[config.mk]
export PLATFORM = sky130hd
export DESIGN_NAME = uart_rx_param
export DESIGN_NICKNAME = d
export VERILOG_FILES = /design/src/rtl/uart_rx_param.sv
export SDC_FILE = /design/constraint.sdc
export NUM_CORES = 1
export LEC_CHECK = 0
export BUFFER_PORTS_ARGS = -buffer_cell sky130_fd_sc_hd__buf_2
export CAP_MARGIN = 20
export CORE_ASPECT_RATIO = 0.9
export CORE_MARGIN = 2
export CORE_UTILIZATION = 51
export DETAILED_ROUTE_END_ITERATION = 10
export PLACE_DENSITY = 0.73
export SLEW_MARGIN = 20
export SYNTH_ARGS = -nofsm -noshare
export SYNTH_HDL_FRONTEND = slang
export SYNTH_SLANG_ARGS = --single-unit
export TNS_END_PERCENT = 50
[constraint.sdc]
create_clock -name sys_clk -period 1.4 [get_ports sys_clk]
set_input_delay 0 -clock sys_clk [delete_from_list [all_inputs] [get_ports sys_clk]]
set_output_delay 0 -clock sys_clk [all_outputs]
set_load 0.05 [all_outputs]
[src/rtl/uart_rx_param.sv]
// Parametrised UART receiver: 2-flop synchroniser, 3-sample mid-bit majority vote, per-frame status.
// Optional parity bit is built in when UART_RX_PARITY_EN is defined.
//
// state  | meaning
// IDLE   | waiting for a falling edge on the synchronised line
// START  | start-bit window; a high vote is a false start
// DATA   | DATA_BITS data windows, LSB first
// PARITY | parity window (UART_RX_PARITY_EN only)
// STOP   | STOP_BITS stop windows; the final vote completes the frame
module uart_rx_param #(
  parameter int CLKS_PER_BIT = 16,
  parameter int DATA_BITS    = 8,
  parameter int STOP_BITS    = 1,
  parameter int PARITY_ODD   = 0
) (
  input  logic                 sys_clk,
  input  logic                 rst,
  input  logic                 rxd,
  output logic [DATA_BITS-1:0] out_dat,
  output logic                 out_flag,
  output logic                 frame_err,
  output logic                 parity_err,
  output logic                 brk_det,
  output logic                 rx_busy
);
  localparam int CW = $clog2(CLKS_PER_BIT);
  localparam int IW = $clog2(DATA_BITS);
  localparam logic [CW-1:0] CNT_S0   = CW'(CLKS_PER_BIT / 2 - 1);
  localparam logic [CW-1:0] CNT_S1   = CW'(CLKS_PER_BIT / 2);
  localparam logic [CW-1:0] CNT_VOTE = CW'(CLKS_PER_BIT / 2 + 1);
  localparam logic [CW-1:0] CNT_END  = CW'(CLKS_PER_BIT - 1);
  localparam logic [IW-1:0] IDX_LAST = IW'(DATA_BITS - 1);

  typedef enum logic [2:0] {
    IDLE,
    START,
    DATA,
`ifdef UART_RX_PARITY_EN
    PARITY,
`endif
    STOP
  } state_t;

  state_t               state_q, state_d;
  logic [CW-1:0]        cnt_q, cnt_d;
  logic [IW-1:0]        idx_q, idx_d;
  logic                 stop_idx_q, stop_idx_d;
  logic [DATA_BITS-1:0] shift_q, shift_d;
  logic                 samp0_q, samp0_d;
  logic                 samp1_q, samp1_d;
  logic                 stop_bad_q, stop_bad_d;
  logic [DATA_BITS-1:0] out_dat_q, out_dat_d;
  logic                 frame_err_q, frame_err_d;
  logic                 out_flag_q, out_flag_d;
  logic                 brk_q, brk_d;
  logic                 rxd_meta_q, rxd_s_q, rxd_d_q;
  logic [1:0]           settle_q;
  logic                 armed_q;
  logic                 vote, at_vote, at_end, last_stop, first_stop_zero;
`ifdef UART_RX_PARITY_EN
  localparam logic PAR_ODD = (PARITY_ODD != 0);
  logic par_bit_q, par_bit_d;
  logic par_err_q, par_err_d;
  logic parity_err_q, parity_err_d;
`endif

  assign vote            = (samp0_q & samp1_q) | (samp0_q & rxd_s_q) | (samp1_q & rxd_s_q);
  assign at_vote         = (cnt_q == CNT_VOTE);
  assign at_end          = (cnt_q == CNT_END);
  assign last_stop       = (STOP_BITS == 1) || stop_idx_q;
  assign first_stop_zero = (STOP_BITS == 1) ? ~vote : stop_bad_q;

  // Line is armed only once a real high has come through the synchroniser after reset,
  // so a line already low at release is not taken as a start.
  always_ff @(posedge sys_clk or negedge rst) begin
    if (!rst) begin
      rxd_meta_q <= 1'b1;
      rxd_s_q    <= 1'b1;
      rxd_d_q    <= 1'b1;
      settle_q   <= 2'b00;
      armed_q    <= 1'b0;
    end else begin
      rxd_meta_q <= rxd;
      rxd_s_q    <= rxd_meta_q;
      rxd_d_q    <= rxd_s_q;
      settle_q   <= {settle_q[0], 1'b1};
      armed_q    <= armed_q | (settle_q[1] & rxd_s_q);
    end
  end

  always_ff @(posedge sys_clk or negedge rst) begin
    if (!rst) begin
      state_q     <= IDLE;
      cnt_q       <= '0;
      idx_q       <= '0;
      stop_idx_q  <= 1'b0;
      shift_q     <= '0;
      samp0_q     <= 1'b1;
      samp1_q     <= 1'b1;
      stop_bad_q  <= 1'b0;
      out_dat_q   <= '0;
      frame_err_q <= 1'b0;
      out_flag_q  <= 1'b0;
      brk_q       <= 1'b0;
`ifdef UART_RX_PARITY_EN
      par_bit_q    <= 1'b0;
      par_err_q    <= 1'b0;
      parity_err_q <= 1'b0;
`endif
    end else begin
      state_q     <= state_d;
      cnt_q       <= cnt_d;
      idx_q       <= idx_d;
      stop_idx_q  <= stop_idx_d;
      shift_q     <= shift_d;
      samp0_q     <= samp0_d;
      samp1_q     <= samp1_d;
      stop_bad_q  <= stop_bad_d;
      out_dat_q   <= out_dat_d;
      frame_err_q <= frame_err_d;
      out_flag_q  <= out_flag_d;
      brk_q       <= brk_d;
`ifdef UART_RX_PARITY_EN
      par_bit_q    <= par_bit_d;
      par_err_q    <= par_err_d;
      parity_err_q <= parity_err_d;
`endif
    end
  end

  always_comb begin
    state_d     = state_q;
    cnt_d       = cnt_q;
    idx_d       = idx_q;
    stop_idx_d  = stop_idx_q;
    shift_d     = shift_q;
    samp0_d     = samp0_q;
    samp1_d     = samp1_q;
    stop_bad_d  = stop_bad_q;
    out_dat_d   = out_dat_q;
    frame_err_d = frame_err_q;
    out_flag_d  = 1'b0;
    brk_d       = 1'b0;
`ifdef UART_RX_PARITY_EN
    par_bit_d    = par_bit_q;
    par_err_d    = par_err_q;
    parity_err_d = parity_err_q;
`endif
    if (state_q != IDLE) begin
      cnt_d = at_end ? '0 : cnt_q + CW'(1);
      if (cnt_q == CNT_S0) samp0_d = rxd_s_q;
      if (cnt_q == CNT_S1) samp1_d = rxd_s_q;
    end
    case (state_q)
      IDLE: begin
        cnt_d      = '0;
        idx_d      = '0;
        stop_idx_d = 1'b0;
        stop_bad_d = 1'b0;
        if (armed_q && rxd_d_q && !rxd_s_q) state_d = START;
      end
      START: begin
        if (at_vote && vote) begin
          state_d = IDLE;
          cnt_d   = '0;
        end else if (at_end) begin
          state_d = DATA;
        end
      end
      DATA: begin
        if (at_vote) shift_d = {vote, shift_q[DATA_BITS-1:1]};
        if (at_end) begin
          if (idx_q == IDX_LAST) begin
`ifdef UART_RX_PARITY_EN
            state_d = PARITY;
`else
            state_d = STOP;
`endif
          end else begin
            idx_d = idx_q + IW'(1);
          end
        end
      end
`ifdef UART_RX_PARITY_EN
      PARITY: begin
        if (at_vote) begin
          par_bit_d = vote;
          par_err_d = vote ^ (^shift_q) ^ PAR_ODD;
        end
        if (at_end) state_d = STOP;
      end
`endif
      STOP: begin
        if (at_vote && last_stop) begin
          state_d     = IDLE;
          cnt_d       = '0;
          out_flag_d  = 1'b1;
          out_dat_d   = shift_q;
          frame_err_d = stop_bad_q | ~vote;
`ifdef UART_RX_PARITY_EN
          parity_err_d = par_err_q;
          brk_d        = (shift_q == '0) && first_stop_zero && !par_bit_q;
`else
          brk_d        = (shift_q == '0) && first_stop_zero;
`endif
        end else begin
          if (at_vote) stop_bad_d = stop_bad_q | ~vote;
          if (at_end) stop_idx_d = 1'b1;
        end
      end
      default: state_d = IDLE;
    endcase
  end

  assign out_dat   = out_dat_q;
  assign out_flag  = out_flag_q;
  assign frame_err = frame_err_q;
  assign brk_det   = brk_q;
  assign rx_busy   = (state_q != IDLE);
`ifdef UART_RX_PARITY_EN
  assign parity_err = parity_err_q;
`else
  assign parity_err = 1'b0;
`endif

endmodule

==> results.tsv <==
stage	metric	value	unit
cells_and_area	layoutNonFillerInstCount	202	
route	drc	0	
route	wl_per_cell	15.61	µm
route	wl	3153	µm
clock_network	cts.sinks	36	
grt	track_usage	18.54	%
timing	hold_ws	204.6	ps
grt	grt-ovfl-total	0	
floorplanning	initial_utilization	53.29	%
synthesis	avgSynthCellArea	13.29	µm²
synthesis	yosys_warnings	0	
cells_and_area	nets	167	
route	dr_wl_met3	112	µm
synthesis	syn_area	1622	µm²
clock_network	clockBufferDepth	2	
timing	min_period	1565	ps
synthesis	synth_nets	130	
synthesis	synthFlopType	dfrtp_1	
synthesis	synth_cell_type_count	44	
grt	grt_pass1_wl	5043	µm
timing	skew	13.33	ps
grt	grt_max_degree	37	
worst_setup_path	ff2ff_path_depth	5	
timing	fin_crit_sh	111.8	%
pwr	seqPwrFrac	42.8	%
worst_setup_path	path_class	reg2reg	
route	drtIter0Drc	67	
cells_and_area	final_area	2079	µm²
cells_and_area	area_delta_synth_final	28.24	%
worst_setup_path	required	1690	ps
timing	slew_violations	0	
floorplanning	num_rows	19	
clock_network	clkLatencyLatePin	350	ps
pwr	switching_share	37.37	%
floorplanning	die_y	57.50	µm
flow_run	cap_violations	0	
route	drt-pass1-iter-count	4	
timing	max_freq	638.9	MHz
place	dp_hpwl	2016	µm
run_status	status	complete, but fails checks	
route	via_per_inst	5.406	
route	routed-via-count	1092	
floorplanning	fp.dieW	63.44	µm
place	io_buffers	14	
clock_network	numCtsBuffers	5	
worst_setup_path	critPathLaunchType	flop	
synthesis	synthCells	122	
worst_setup_path	endpoint_kind	flop	
worst_setup_path	arrival	1860	ps
route	top_layer	met4	
pwr	power_leakage	1.038	nW
pwr	power_density	1529	nW/µm²
synthesis	yosysSeqAreaShare	55.94	%
place	place_area	1836	µm²
clock_network	clock-root-buffer	clkbuf_4	
run_status	violations	setup timing	
worst_setup_path	cp_max_fo	4	
floorplanning	die_area	3647	µm²
place	place_inst	187	
grt	antenna_found_initial	0	
route	wl_met1	1464	µm
pwr	p_sw	0.001188	W
timing	fin_tns_setup	-1851	ps
timing	setup_violations	25	
clock_network	cts_tree	built	
timing	rsz0062_at_grt	yes	
pwr	vdd_drop_max	0.9265	mV
pwr	cell_internal_pwr	0.001992	W
floorplanning	ios	16	
synthesis	synth_seq_cells	36	
floorplanning	core-area	3043	µm²
route	route.met2.wl	1520	µm
cells_and_area	num_antenna_cells	0	
clock_network	clk_pin_slew	120	ps
synthesis	async_reset_ff_share	100.0	%
timing	layout_setup_ws	-165.1	ps
hold_path	hold_path_class	in2async	
pwr	p_clk_share	18.8	%
pwr	comb_power_share	38.4	%
timing	hold_viol_final	0	
synthesis	synth_edf_count	0	
cells_and_area	n_fill_cell	227	
clock_network	htreeDepth	2	
cells_and_area	drive_above_1_share	51.88	%
grt	first_global_vias	1069	
place	gp_congestion	0.8784	
route	antenna_left	0	
==> through the flow <==
step / utilization [%] / total power, W / setup slack [ps]
global route: 68.34 / 0.003348 / -218.7
detailed placement: 60.32 / 0.002346 / -177.8
CTS: 64.56 / 0.002969 / -170.2
floorplan: - / 0.001991 / -118.5
global placement: 60.32 / 0.002305 / -129.4
finish: 68.34 / 0.003180 / -165.1
==> critical path, cell delays in order, from the launching register on <==
cell      delay (ps)
dfrtp_1          420
ha_2             210
ha_4             160
nand4b_4         170
or4b_1           470
nand3_1           90
==> per-layer routing <==
layer  global-route usage (%)  vias to the layer above
met5                        0                        -
met4                    8.385                        0
met3                    4.931                        7
met2                    28.72                       22
met1                    24.74                      557
li1                         -                      506
==> flip-flops by register name (all words and copies together) (netlist names), 2 cells and up <==
signal    cells
idx_q         3
settle_q      2
state_q       2
cnt_q         4
out_dat       8
shift_q       8
==> area by class of cell <==
| cell class | instances | area, µm² | area share [%] |
|---|---|---|---|
| Timing Repair Buffer | 34 | 249.0 | 11.97 |
| Inverter | 4 | 17.52 | 0.8424 |
| Multi-Input combinational cell | 78 | 789.5 | 37.97 |
| Sequential cell | 36 | 908.4 | 43.68 |
| Clock inverter | 1 | 7.507 | 0.3610 |
| Clock buffer | 7 | 55.05 | 2.647 |
| Tap cell | 42 | 52.55 | 2.527 |
==> cells in the final DEF, fill, tap and decap left out, drive strengths merged, types with 2 or more instances in the layout <==
master and instances:
conb 2, nand2b 2, dfrtp 31, buf 32, inv 4, o21ai 4
nand4b 2, nor4 2, and3 3, and2 2, ha 5, dfstp 5
nand3 2, a21oi 7, dlygate4sd3 2, nor2 5, mux2 18, nand2 7
a311o 2, clkbuf 7
==> power groups by stage <==
| stage | clock (W) | sequential, W | combinational, W |
|---|---|---|---|
| after global placement | 0 | 0.00135 | 0.000959 |
| after CTS | 0.000610 | 0.00134 | 0.00102 |
| after detailed placement | 0 | 0.00136 | 0.000988 |
| after global routing | 0.000643 | 0.00139 | 0.00132 |
| after floorplan | 0 | 0.00139 | 0.000597 |
| final | 0.000598 | 0.00136 | 0.00122 |
==> cell usage after synthesis, types with 3 or more instances <==
| library cell | n | share of area (%) |
|---|---|---|
| mux2_4 | 8 | 7.4 |
| dfstp_2 | 5 | 8.1 |
| nor2_1 | 3 | 0.69 |
| mux2_2 | 9 | 6.3 |
| a21oi_1 | 7 | 2.2 |
| ha_1 | 5 | 3.9 |
| nand2_1 | 5 | 1.2 |
| dfrtp_1 | 31 | 48 |
| inv_1 | 3 | 0.69 |
| o21ai_0 | 3 | 0.93 |
==> what timing repair did <==
| action | CTS | global route |
|---|---|---|
| buffers inserted | 2 | 2 |
| pin swaps | 5 | 7 |
| hold buffers | 2 | 0 |
| endpoints found under the hold margin | 32 | 0 |
| resized for setup | 6 | 21 |
| cloned | 0 | 1 |
| setup endpoints to repair | 29 | 30 |
==> worst paths after layout <==
kind / startpoint / endpoint / slack, ps
setup reg to reg: idx_q[0]$_DFFE_PN0P_ / idx_q[0]$_DFFE_PN0P_ / -170
hold reg to reg: rxd_meta_q$_DFF_PN1_ / rxd_s_q$_DFF_PN1_ / 360
setup / recovery: idx_q[0]$_DFFE_PN0P_ / idx_q[0]$_DFFE_PN0P_ / -170
max in group asynchronous: rst / samp1_q$_DFFE_PN1P_ / 850
hold / removal: rst / frame_err$_DFFE_PN0P_ / 200
min in group sys_clk: rxd / rxd_meta_q$_DFF_PN1_ / 290
==> cells by family after synthesis <==
kind of cell	after synthesis	share of synthesized area, %
compound gates	17	6.481
xor+xnor	1	0.5402
fa+ha+maj	6	4.475
buf+inv	9	3.395
flops	36	55.94
mux	18	14.35
other cells	2	0.4631
simple gates	33	14.35
Power figures use the tool's default switching activity.
